===== config.mk =====
export PLATFORM = sky130hd
export DESIGN_NAME = chroma_key_pipe
export DESIGN_NICKNAME = d
export VERILOG_FILES = /design/src/rtl/chroma_pkg.sv /design/src/rtl/chroma_key_cmp.sv /design/src/rtl/chroma_key_pipe.sv
export SDC_FILE = /design/constraint.sdc
export NUM_CORES = 1
export LEC_CHECK = 0
export BUFFER_PORTS_ARGS = -buffer_cell sky130_fd_sc_hd__buf_2
export CAP_MARGIN = 5
export CORE_ASPECT_RATIO = 0.6
export CORE_MARGIN = 3
export CORE_UTILIZATION = 30
export CTS_BUF_LIST = sky130_fd_sc_hd__clkbuf_8
export CTS_CLUSTER_DIAMETER = 60
export CTS_CLUSTER_SIZE = 28
export DETAILED_ROUTE_END_ITERATION = 10
export SLEW_MARGIN = 20
export SYNTH_ARGS = -nofsm -noshare
export SYNTH_HDL_FRONTEND = slang
export SYNTH_SLANG_ARGS = --single-unit

===== constraint.sdc =====
create_clock -name clk -period 4.3 [get_ports clk]
set_clock_uncertainty 0.2 [all_clocks]
set_input_delay 0.215 -clock clk [delete_from_list [all_inputs] [get_ports clk]]
set_output_delay 0.215 -clock clk [all_outputs]
set_load 0.1 [all_outputs]

===== src/rtl/chroma_pkg.sv =====
// chroma_pkg -- shared definitions for the chroma-key compositor.
//
// Contents:
//   PKG_CW          default bits per colour channel
//   PKG_DEF_GMIN    default green floor threshold
//   PKG_DEF_MARGIN  default green-dominance margin
//   CFG_GMIN/CFG_MARGIN  config register addresses
//   pixel_t         packed R|G|B pixel at the default channel width
package chroma_pkg;

    localparam int PKG_CW         = 4;
    localparam int PKG_DEF_GMIN   = 5;
    localparam int PKG_DEF_MARGIN = 3;

    localparam logic CFG_GMIN   = 1'b0;
    localparam logic CFG_MARGIN = 1'b1;

    // R occupies the MSBs, matching the packed vector layout used on the ports.
    typedef struct packed {
        logic [PKG_CW-1:0] r;
        logic [PKG_CW-1:0] g;
        logic [PKG_CW-1:0] b;
    } pixel_t;

endpackage


===== src/rtl/chroma_key_cmp.sv =====
// chroma_key_cmp -- combinational green-screen decision for one pixel.
//
// Optional feature macro: CHROMA_SOFT_EDGE_EN (adds the border output).
//
// Ports:
//   pix     in   3*CW  pixel, R|G|B with R in MSBs
//   gmin    in   CW    green floor threshold
//   margin  in   CW    green-dominance margin
//   key     out  1     pixel is strongly green (hard key)
//   border  out  1     near-key pixel, only with CHROMA_SOFT_EDGE_EN
//
// Enables (key_en, de, valid) are applied by the caller; this block only
// judges colour.
module chroma_key_cmp #(
    parameter int CW = 4
) (
    input  logic [3*CW-1:0] pix,
    input  logic [CW-1:0]   gmin,
    input  logic [CW-1:0]   margin,
    output logic            key
`ifdef CHROMA_SOFT_EDGE_EN
    ,
    output logic            border
`endif
);

    // One extra bit so R/B + margin cannot wrap: a bright red or blue
    // channel must never let a pixel qualify as green.
    logic [CW:0] r;
    logic [CW:0] g;
    logic [CW:0] b;
    logic [CW:0] m;

    assign r = {1'b0, pix[3*CW-1:2*CW]};
    assign g = {1'b0, pix[2*CW-1:CW]};
    assign b = {1'b0, pix[CW-1:0]};
    assign m = {1'b0, margin};

    assign key = (g > {1'b0, gmin}) && (g > r + m) && (g > b + m);

`ifdef CHROMA_SOFT_EDGE_EN
    logic [CW:0] mh;
    assign mh     = m >> 1;
    assign border = !key && (g > {1'b0, gmin}) && (g > r + mh) && (g > b + mh);
`endif

endmodule


===== src/rtl/chroma_key_pipe.sv =====
// chroma_key_pipe -- two-stage chroma-key compositor for the VGA path.
//
// Optional feature macro: CHROMA_SOFT_EDGE_EN (averages fg/bg on border pixels).
//
// Ports:
//   clk, reset_n           pixel clock, async active-low reset
//   in_valid/in_de/in_sof  input qualifiers (sof meaningful only with valid)
//   in_fg, in_bg           foreground / background pixels, R|G|B
//   key_en                 1 = keying active, 0 = pass-through
//   cfg_we/cfg_addr/cfg_wdata  pending threshold write (0 = GMIN, 1 = MARGIN)
//   out_valid/out_de       inputs delayed by 2 cycles
//   out_rgb, out_key       composited pixel and replaced flag
//   key_count(_valid)      keyed-pixel count of last frame, 1-cycle update pulse
module chroma_key_pipe
    import chroma_pkg::*;
#(
    parameter int CW         = PKG_CW,
    parameter int DEF_GMIN   = PKG_DEF_GMIN,
    parameter int DEF_MARGIN = PKG_DEF_MARGIN,
    parameter int CNT_W      = 17
) (
    input  logic            clk,
    input  logic            reset_n,
    input  logic            in_valid,
    input  logic            in_de,
    input  logic            in_sof,
    input  logic [3*CW-1:0] in_fg,
    input  logic [3*CW-1:0] in_bg,
    input  logic            key_en,
    input  logic            cfg_we,
    input  logic            cfg_addr,
    input  logic [CW-1:0]   cfg_wdata,
    output logic            out_valid,
    output logic            out_de,
    output logic [3*CW-1:0] out_rgb,
    output logic            out_key,
    output logic [CNT_W-1:0] key_count,
    output logic            key_count_valid
);

    localparam logic [CW-1:0] GMIN_RST   = CW'(DEF_GMIN);
    localparam logic [CW-1:0] MARGIN_RST = CW'(DEF_MARGIN);

    // ---------------- thresholds ----------------
    logic [CW-1:0] pend_gmin, pend_margin;
    logic [CW-1:0] act_gmin, act_margin;
    logic          take_cfg;
    logic [CW-1:0] eff_gmin, eff_margin;

    assign take_cfg = in_valid && in_sof;
    // The sof pixel itself is judged with the values being promoted.
    assign eff_gmin   = take_cfg ? pend_gmin   : act_gmin;
    assign eff_margin = take_cfg ? pend_margin : act_margin;

    // NOTE: all sequential state uses non-blocking assignments so every
    // register samples pre-edge values; a cfg write landing on an sof cycle
    // therefore updates pending while active still takes the old pending.
    always_ff @(posedge clk or negedge reset_n) begin
        if (!reset_n) begin
            pend_gmin   <= GMIN_RST;
            pend_margin <= MARGIN_RST;
            act_gmin    <= GMIN_RST;
            act_margin  <= MARGIN_RST;
        end else begin
            if (cfg_we) begin
                if (cfg_addr == CFG_MARGIN) pend_margin <= cfg_wdata;
                else                        pend_gmin   <= cfg_wdata;
            end
            if (take_cfg) begin
                act_gmin   <= pend_gmin;
                act_margin <= pend_margin;
            end
        end
    end

    // ---------------- stage 1: decision ----------------
    logic cmp_key;
    logic hit;

`ifdef CHROMA_SOFT_EDGE_EN
    logic cmp_border;
    logic edge_hit;
    logic s1_border;

    chroma_key_cmp #(.CW(CW)) u_cmp (
        .pix    (in_fg),
        .gmin   (eff_gmin),
        .margin (eff_margin),
        .key    (cmp_key),
        .border (cmp_border)
    );

    assign edge_hit = in_valid && in_de && key_en && cmp_border;
`else
    chroma_key_cmp #(.CW(CW)) u_cmp (
        .pix    (in_fg),
        .gmin   (eff_gmin),
        .margin (eff_margin),
        .key    (cmp_key)
    );
`endif

    assign hit = in_valid && in_de && key_en && cmp_key;

    logic            s1_valid, s1_de, s1_sof, s1_key;
    logic [3*CW-1:0] s1_fg, s1_bg;

    always_ff @(posedge clk or negedge reset_n) begin
        if (!reset_n) begin
            s1_valid  <= 1'b0;
            s1_de     <= 1'b0;
            s1_sof    <= 1'b0;
            s1_key    <= 1'b0;
            s1_fg     <= '0;
            s1_bg     <= '0;
`ifdef CHROMA_SOFT_EDGE_EN
            s1_border <= 1'b0;
`endif
        end else begin
            s1_valid  <= in_valid;
            s1_de     <= in_de;
            s1_sof    <= in_valid && in_sof;
            s1_key    <= hit;
            s1_fg     <= in_fg;
            s1_bg     <= in_bg;
`ifdef CHROMA_SOFT_EDGE_EN
            s1_border <= edge_hit;
`endif
        end
    end

    // ---------------- stage 2: composite ----------------
    logic [3*CW-1:0] mix;
`ifdef CHROMA_SOFT_EDGE_EN
    logic [CW:0]     ch_sum;
`endif

    // NOTE: every combinational output is given a default before any branch
    // so no path leaves it unassigned and no latch is inferred.
    always_comb begin
        mix = s1_fg;
`ifdef CHROMA_SOFT_EDGE_EN
        ch_sum = '0;
        if (s1_border) begin
            for (int c = 0; c < 3; c++) begin
                ch_sum = {1'b0, s1_fg[c*CW +: CW]} + {1'b0, s1_bg[c*CW +: CW]};
                mix[c*CW +: CW] = ch_sum[CW:1];
            end
        end
`endif
        if (s1_key) mix = s1_bg;
        if (!s1_de) mix = '0;
    end

    always_ff @(posedge clk or negedge reset_n) begin
        if (!reset_n) begin
            out_valid <= 1'b0;
            out_de    <= 1'b0;
            out_rgb   <= '0;
            out_key   <= 1'b0;
        end else begin
            out_valid <= s1_valid;
            out_de    <= s1_de;
            out_rgb   <= mix;
            out_key   <= s1_key;
        end
    end

    // ---------------- per-frame keyed-pixel counter ----------------
    // Counting starts at the first sof, so the first report after reset is 0.
    logic [CNT_W-1:0] cnt;
    logic             in_frame;

    always_ff @(posedge clk or negedge reset_n) begin
        if (!reset_n) begin
            cnt             <= '0;
            in_frame        <= 1'b0;
            key_count       <= '0;
            key_count_valid <= 1'b0;
        end else begin
            key_count_valid <= 1'b0;
            if (s1_valid && s1_sof) begin
                key_count       <= cnt;
                key_count_valid <= 1'b1;
                cnt             <= CNT_W'(s1_key);
                in_frame        <= 1'b1;
            end else if (s1_valid && s1_key && in_frame && cnt != {CNT_W{1'b1}}) begin
                cnt <= cnt + 1'b1;
            end
        end
    end

endmodule


==> impl_metrics.tcl, run 1 <==
set metrics [dict create \
    outcome "finished, final reports clean" \
    drive_above_1_share_pct 24.6 \
    arrival_ps 3350 \
    antenna_left 0 \
    p_per_area_mw_per_mm2 401 \
    rows 32 \
    crit_path_max_incr_delay_ps 540 \
    path_common_cell "ha_1" \
    portBuffers 68 \
    worst_pin_slew_ps 835 \
    wirelength_um 9170 \
    critPathLaunchType "primary input" \
    min-delay-start "cfg_addr" \
    design_area_sq_mm 0.00505 \
    reg2reg_slack_ps 1380 \
    core_area_sq_mm 0.0129 \
    crit-reg2reg-launch "cnt[0]$_DFFE_PN0P_" \
    top_layer "met4" \
    setup_viol 0 \
    post_synth.cell_area_avg_sq_um 12.0 \
    fp.dieW_um 155 \
    syn_to_final_growth_pct 26.0 \
    period_needed_ps 3300 \
    grt_pass1_vias 2823 \
    regArea_sq_mm 0.00239 \
    crit_type "primary input to flip-flop" \
    track_usage_pct 13.3 \
    reg2regPathDepth 9 \
    rsz0062_at_grt "false" \
    worst-path-buf-inv 3 \
    ys.flop_type "dfrtp_1" \
    path_cells "dlygate4sd3_1 -> buf_2 -> nand2_1 -> mux2_2 -> ha_1 -> inv_1 -> fa_1 -> ha_1 -> nor2b_1 -> o211ai_1 -> a22o_1 -> nor4b_1" \
    drc_errors 0 \
    fin_hold_ws_ps 85.1 \
    p_total_mw 2.03 \
    dieArea_sq_mm 0.0148 \
    tritoncts "yes" \
    yosysSeqAreaShare_pct 59.6 \
    nFillCells 1255 \
    hpwl_um 6590 \
    synthCells 335 \
    wire_per_inst_um 15.0 \
    min_to "pend_gmin[3]$_DFFE_PN0P_" \
    clk_latency_ps 380 \
    cts.sinks 95 \
    grt_max_degree 62 \
    clkTransAtPathRegs_ps 120 \
    synth_seq_cells 95 \
    timing.rr.end "cnt[15]$_DFFE_PN0P_" \
    grt_overflow 0 \
    ys_types 38 \
    crit_required_ps 4350 \
    met2_length_um 3720 \
    p_leak_nw 2.47 \
    yosys-top-cells-area "dfrtp_1 54%, ha_1 6.9%, nand2_1 5.3%, dfstp_2 5.2%, mux2i_1 4.0%" \
    antenna_found_initial 0 \
    tns_ps 0 \
    post_drt_via_cell_ratio 4.49 \
    ys_warn_count 0 \
    n_antenna_cell 0 \
    wl_met1_um 4900 \
    via_count 2753 \
    wl_met3_um 495 \
    end_kind "flip-flop" \
    cts_root_buf "clkbuf_8" \
    max_cap_violations 0 \
    grt_pass1_wl_um 15200 \
    holdPathStages 3 \
    synth_area_sq_mm 0.00401 \
    fin_nets 498 \
    postPlaceCellArea_sq_mm 0.00453 \
    cts-buffers-inserted 9 \
    dr.pass1.iters 4 \
    fin_crit_sh_pct 76.7 \
    ios 69 \
    synth_top_cell_by_area "dfrtp_1" \
    dp.cells 566 \
    fin_cells 613 \
    fmax_mhz 303 \
    h-tree-depth 3 \
    drv_slew 0 \
    crit_fanout 9 \
    critPathTopFamily "adder cells" \
    async_flop_share_pct 100 \
    timing_hold_violations_final 0 \
    slowest_stage "dlygate4sd3_1" \
    synth_top_area_share_pct 54.4 \
    floorplan.initialDensity_pct 31.0 \
    syn-num-nets 395 \
    multiInputGateArea_sq_mm 0.00152 \
    irDropWorstVdd_v 0.000149 \
    clockBufferDepth 2 \
    first_iter_violations 168 \
    gp_congestion 0.854 \
    synth_edf_count 0 \
    hold_class "primary input to flip-flop" \
    die_h_um 95.5 \
    slew-limit-headroom_pct 44.3 \
]
[area by class of cell]
cell class / count / area share [%]
flip-flops and latches: 95 / 47.3
multi-input cells: 217 / 30.1
repair buffers: 101 / 13.2
well taps: 170 / 4.22
clock buffers: 9 / 2.45
clock inverters: 7 / 1.66
inverters: 14 / 1.04
[placed cells by master (no fill, tap or decap), types with 8 or more instances in the layout]
cell,count
nand2_1,57
xor2_1,10
inv_1,14
nor2b_1,17
mux2_2,13
dlygate4sd3_1,31
a21oi_1,11
dfrtp_1,87
nor2_1,13
dfstp_2,8
mux2i_1,16
ha_1,22
o21ai_0,8
clkbuf_8,9
nand4_1,11
buf_2,67
[how the worst max path moves through the flow]
stage | start | endpoint | slack [ps] | cells past startpoint
2_1_floorplan | in_valid | s1_key$_DFF_PN0_ | 1550 | 10
3_3_place_gp | in_valid | s1_key$_DFF_PN0_ | 1320 | 11
3_5_place_dp | in_valid | s1_key$_DFF_PN0_ | 1160 | 11
4_1_cts | in_valid | s1_key$_DFF_PN0_ | 970 | 12
5_1_grt | in_valid | s1_key$_DFF_PN0_ | 800 | 12
6_report | in_valid | s1_key$_DFF_PN0_ | 1000 | 12
[state kept, by name, summed over array words and instances (netlist names)]
register and cells:
s1_fg 12, s1_valid 1, act_gmin 4, s1_de 1
cnt 17, s1_bg 12, out_key 1, s1_sof 1
pend_gmin 4, act_margin 4, key_count 17, out_de 1
in_frame 1, pend_margin 4, out_rgb 12, s1_key 1
key_count_valid 1, out_valid 1
[power breakdown]
group          switching, mW  internal [mW]  leakage, nW
registers             0.0293          0.960         1.19
logic                  0.269          0.163         1.18
clock network          0.367          0.237        0.106
[synthesized netlist by cell type, types with 2 or more instances]
library cell and n:
clkbuf_1 2, or3_1 3, o21ai_0 8, nand2b_1 2, xor2_1 10, nand3_1 5
xnor2_1 3, o211ai_1 4, a21o_1 2, dfrtp_1 87, ha_1 22, fa_1 2
or4_1 2, nor2_1 13, a21oi_1 11, dfstp_2 8, mux2i_1 16, nor2b_1 17
mux2_2 13, inv_1 14, nand4_1 11, nand2_1 57, buf_2 2, and4_1 3
o22ai_1 3, buf_1 3
[metal layers]
| metal | global-route usage (%) | vias to the layer above |
|---|---|---|
| met1 | 20.5 | 1324 |
| li1 | - | 1355 |
| met5 | 0 | - |
| met2 | 18.1 | 70 |
| met4 | 3.75 | 0 |
| met3 | 3.36 | 4 |
[logic make-up after synthesis]
logic type      share of synthesized area, %
compound gates                          4.19
xor+xnor                                2.84
mux                                     7.65
flops                                   59.6
buf+inv                                 2.50
simple gates                            15.3
fa+ha+maj                               7.87
[stage by stage]
stage	util [%]	setup WS (ps)
5_1_grt	39.0	802
2_1_floorplan	-	1550
4_1_cts	39.0	971
3_3_place_gp	35.0	1320
3_5_place_dp	35.0	1160
6_report	39.0	1000
[timing repair]
| item | in CTS | in global routing |
|---|---|---|
| endpoints found under the hold margin | 95 | 0 |
| setup buffers | 0 | 0 |
| hold buffers | 31 | 0 |
| resized for setup | 0 | 0 |
[worst reg2reg max path: cells and delay by family, from the launching register on]
| kind | cells | cell delay, ps |
|---|---|---|
| simple gates | 6 | 1580 |
| fa+ha+maj | 2 | 440 |
| compound gates | 1 | 140 |
| flops | 1 | 470 |
Power figures use the tool's default switching activity.
==> run 2, diff against run 1 <==
Clock period 4.3 ns to 2.9 ns, I/O delays scaled along.
==> impl_metrics.tcl, run 2 (synthesized netlist as in run 1, its figures left out) <==
set metrics [dict create \
    outcome "finished, final reports clean" \
    crit_required_ps 2950 \
    floorplan.initialDensity_pct 31.0 \
    slowest_stage "dfstp_2" \
    hpwl_um 6730 \
    period_needed_ps 2810 \
    syn_to_final_growth_pct 28.0 \
    fp.dieW_um 155 \
    tns_ps 0 \
    antenna_left 0 \
    clockBufferDepth 2 \
    clkTransAtPathRegs_ps 90 \
    crit-reg2reg-launch "pend_margin[0]$_DFFE_PN1P_" \
    first_iter_violations 160 \
    path_cells "mux2_2 -> ha_1 -> inv_1 -> fa_1 -> xor2_1 -> ha_1 -> o211ai_1 -> a22o_1 -> nor4b_1" \
    dpl_worst_slack_ps -54.1 \
    drv_slew 0 \
    core_area_sq_mm 0.0129 \
    ios 69 \
    worstSetupStartpoint "pend_margin[0]$_DFFE_PN1P_" \
    track_usage_pct 12.9 \
    largestRegisters "cnt x17, key_count x17" \
    die_h_um 95.5 \
    crit_fanout 3 \
    portBuffers 68 \
    grt_overflow 0 \
    antenna_found_initial 0 \
    post_drt_via_cell_ratio 4.55 \
    fin_util_pct 39.6 \
    drive_above_1_share_pct 25.4 \
    worst-path-buf-inv 1 \
    critPathLaunchType "flip-flop" \
    clk_latency_ps 360 \
    wirelength_um 9210 \
    irDropWorstVdd_v 0.000245 \
    via_count 2817 \
    cts_root_buf "clkbuf_8" \
    cts.sinks 95 \
    mostFrequentLayoutCell "dfrtp_1" \
    setup_viol 0 \
    min-delay-start "cfg_addr" \
    drc_errors 0 \
    grt_pass1_vias 2858 \
    rsz0062_at_grt "false" \
    max_cap_violations 0 \
    worst_pin_slew_ps 581 \
    fin_nets 504 \
    slew-limit-headroom_pct 61.3 \
    p_leak_nw 2.52 \
    fin_hold_ws_ps 46.6 \
    rows 32 \
    cts-buffers-inserted 9 \
    hold_class "primary input to flip-flop" \
    p_per_area_mw_per_mm2 601 \
    arrival_ps 2860 \
    wire_per_inst_um 14.9 \
    dr.pass1.iters 4 \
    crit_type "flip-flop to flip-flop" \
    grt_pass1_wl_um 14800 \
    final_cell_mix "87 x dfrtp_1, 67 x buf_2, 57 x nand2_1" \
    critPathTopFamily "adder cells" \
    fmax_mhz 355 \
    tritoncts "yes" \
    dieArea_sq_mm 0.0148 \
    layout_setup_ws_ps 86.9 \
    n_antenna_cell 0 \
    gp_congestion 0.908 \
    fin_crit_sh_pct 97.0 \
    crit_path_max_incr_delay_ps 540 \
    h-tree-depth 3 \
    path_common_cell "ha_1" \
    timing_hold_violations_final 0 \
    grt_max_degree 53 \
    end_kind "flip-flop" \
]
-- run 2: cell count changes in the layout (fill, tap and decap cells not counted), moves of 2 or more --
cell | before | now
bufinv_16 | 0 | 2
buf_4 | 3 | 7
clkinv_8 | 2 | 0
clkinv_4 | 0 | 2
inv_6 | 2 | 0
inv_8 | 3 | 0
-- run 2: final timing paths --
kind / slack [ps] / end / depth (start not counted)
min in group asynchronous: 120 / cnt[14]$_DFFE_PN0P_ / 2
hold reg to reg: 280 / key_count[8]$_DFFE_PN0P_ / 2
setup reg to reg: 90 / s1_key$_DFF_PN0_ / 9
max in group asynchronous: 1640 / act_gmin[0]$_DFF_PN1_ / 3
setup / recovery: 90 / s1_key$_DFF_PN0_ / 9
hold / removal: 50 / pend_gmin[2]$_DFFE_PN1P_ / 3
-- run 2: layout make-up --
| cell class | count | area (sq um) |
|---|---|---|
| fill | 1259 | 7810 |
| tap | 170 | 213 |
| clock inverter | 6 | 86.3 |
| timing repair buffer | 107 | 728 |
| sequential | 95 | 2390 |
| multi-input combinational | 217 | 1520 |
| clock buffer | 10 | 138 |
| inverter | 14 | 52.6 |
-- run 2: tightest hold or removal path: stages --
cell and delay, ps:
buf_2 90, nor2b_1 100, mux2_2 240
-- run 2: per-stage QoR --
step / power [mW] / std cells / cell area [sq um]
after floorplan: 1.91 / 335 / 4010
after global placement: 2.07 / 571 / 4580
after detailed placement: 2.11 / 571 / 4580
after CTS: 3.12 / 619 / 5120
after global routing: 3.25 / 619 / 5120
final: 3.08 / 619 / 5120
-- run 2: power by group --
part           internal, mW  switching, mW  total (mW)
sequential             1.42         0.0403        1.46
clock                 0.508          0.457       0.965
combinational         0.249          0.404       0.653
-- run 2: routing by layer --
| metal | global-route usage, % | up-vias | share of wire, % |
|---|---|---|---|
| li1 | - | 1368 | - |
| met1 | 19.1 | 1368 | 52 |
| met2 | 18.4 | 73 | 41 |
| met3 | 3.63 | 8 | 6.0 |
| met4 | 3.53 | 0 | 0.69 |
| met5 | 0 | - | 0 |
-- run 2: timing repair --
| action | CTS | global route |
|---|---|---|
| hold buffers | 32 | 0 |
| buffers inserted | 0 | 0 |
| setup endpoints to repair | 0 | 1 |
| gates resized for setup | 0 | 1 |
| hold endpoints to repair | 78 | 0 |
==> run 3, diff against run 2 <==
Settings changed: CORE_UTILIZATION 30 to 40.
==> impl_metrics.tcl, run 3 (synthesized netlist as in run 1, its figures left out) <==
set metrics [dict create \
    p_leak_nw 2.52 \
    critPathLaunchType "flip-flop" \
    period_needed_ps 2720 \
    dp.cells 534 \
    die_h_um 83.5 \
    antenna_left 0 \
    rsz0062_at_grt "false" \
    fin_hold_ws_ps 23.7 \
    postCtsHoldBufs 33 \
    hpwl_um 6360 \
    drv_slew 0 \
    dieArea_sq_mm 0.0113 \
    antenna_found_initial 0 \
    p_total_mw 3.06 \
    crit_type "flip-flop to flip-flop" \
    first_iter_violations 105 \
    fp.dieW_um 135 \
    timing_hold_violations_final 0 \
    dr.pass1.iters 4 \
    slew-limit-headroom_pct 67.1 \
    track_usage_pct 17.2 \
    h-tree-depth 3 \
    regArea_sq_mm 0.00239 \
    arrival_ps 2780 \
    floorplan.initialDensity_pct 42.3 \
    clockBufferDepth 2 \
    clkTransAtPathRegs_ps 90 \
    p_per_area_mw_per_mm2 601 \
    mostFrequentLayoutCell "dfrtp_1" \
    setup_viol 0 \
    crit_fanout 3 \
    hold_class "primary input to flip-flop" \
    rows 27 \
    gp_congestion 0.830 \
    fin_nets 508 \
    tritoncts "yes" \
    wire_per_inst_um 15.4 \
    grt_max_degree 36 \
    cts_resized 0 \
    via_count 2773 \
    multiInputGateArea_sq_mm 0.00152 \
    cts_root_buf "clkbuf_8" \
    grt_pass1_wl_um 15000 \
    core_area_sq_mm 0.00946 \
    cts-buffers-inserted 9 \
    irDropWorstVdd_v 0.000334 \
    ios 69 \
    outcome "finished, final reports clean" \
    postCtsSetupRepairBufs 0 \
    max_cap_violations 0 \
    tns_ps 0 \
    drive_above_1_share_pct 25.8 \
    final_cell_mix "87 x dfrtp_1, 67 x buf_2, 57 x nand2_1" \
    fin_cells 583 \
    fmax_mhz 368 \
    largestRegisters "cnt x17, key_count x17" \
    end_kind "flip-flop" \
    grt_pass1_vias 2799 \
    fin_crit_sh_pct 93.8 \
    wirelength_um 9000 \
    grt_overflow 0 \
    syn_to_final_growth_pct 27.1 \
    drc_errors 0 \
    n_antenna_cell 0 \
    crit_required_ps 2960 \
    worst_pin_slew_ps 496 \
    portBuffers 68 \
    post_drt_via_cell_ratio 4.76 \
    cts.sinks 95 \
    clk_latency_ps 360 \
    nFillCells 840 \
]
-- run 3: changes by cell type in the layout (fill, tap and decap cells not counted) --
cell / delta
nor2b_1: +1
clkinvlp_4: +2
inv_1: -1
nor2b_2: -1
buf_4: +4
clkbuf_8: -1
buf_12: -1
dlygate4sd3_1: +1
-- run 3: metal layers --
metal  vias up  GRT usage, %  wire length (um)
li1       1365             -                 -
met1      1330          27.9              4960
met2        73          22.1              3390
met3         5          4.76               582
met4         0          4.85                58
met5         -             0                 0
-- run 3: where the power goes --
part	switching (mW)	internal (mW)	leakage (nW)
combinational	0.390	0.248	1.22
clock	0.471	0.487	0.105
sequential	0.0396	1.42	1.19
total	0.900	2.16	2.52
-- run 3: final timing paths --
| check | from | endpoint | slack (ps) | cells after the start |
|---|---|---|---|---|
| max in group asynchronous | reset_n | act_gmin[2]$_DFF_PN1_ | 1640 | 3 |
| max reg2reg | pend_margin[0]$_DFFE_PN1P_ | s1_key$_DFF_PN0_ | 180 | 9 |
| min in group asynchronous | reset_n | s1_bg[9]$_DFF_PN0_ | 40 | 2 |
| min | key_en | s1_key$_DFF_PN0_ | 20 | 4 |
| max | pend_margin[0]$_DFFE_PN1P_ | s1_key$_DFF_PN0_ | 180 | 9 |
| min reg2reg | key_count[11]$_DFFE_PN0P_ | key_count[11]$_DFFE_PN0P_ | 270 | 2 |
-- run 3: layout make-up --
| type | count | area share (%) |
|---|---|---|
| inverters | 14 | 1.03 |
| clock inverters | 7 | 1.92 |
| multi-input cells | 217 | 29.8 |
| clock buffers | 9 | 2.43 |
| well taps | 130 | 3.20 |
| repair buffers | 111 | 14.7 |
| flip-flops and latches | 95 | 46.9 |
-- run 3: worst max-delay path, cell delays in order (launching register included) --
cell      delay (ps)
dfstp_2          540
mux2_2           170
ha_1             160
inv_1             50
fa_1             410
xor2_1           180
ha_1             290
o211ai_1          90
a22o_1           210
nor4b_1          300
-- run 3: through the flow --
step / area, sq um / utilization [%] / setup slack (ps)
3_3_place_gp: 4540 / 48.0 / 133
3_5_place_dp: 4540 / 48.0 / 71.9
5_1_grt: 5090 / 53.8 / 41.6
6_report: 5090 / 53.8 / 181
4_1_cts: 5090 / 53.8 / 188
2_1_floorplan: 4010 / - / 222
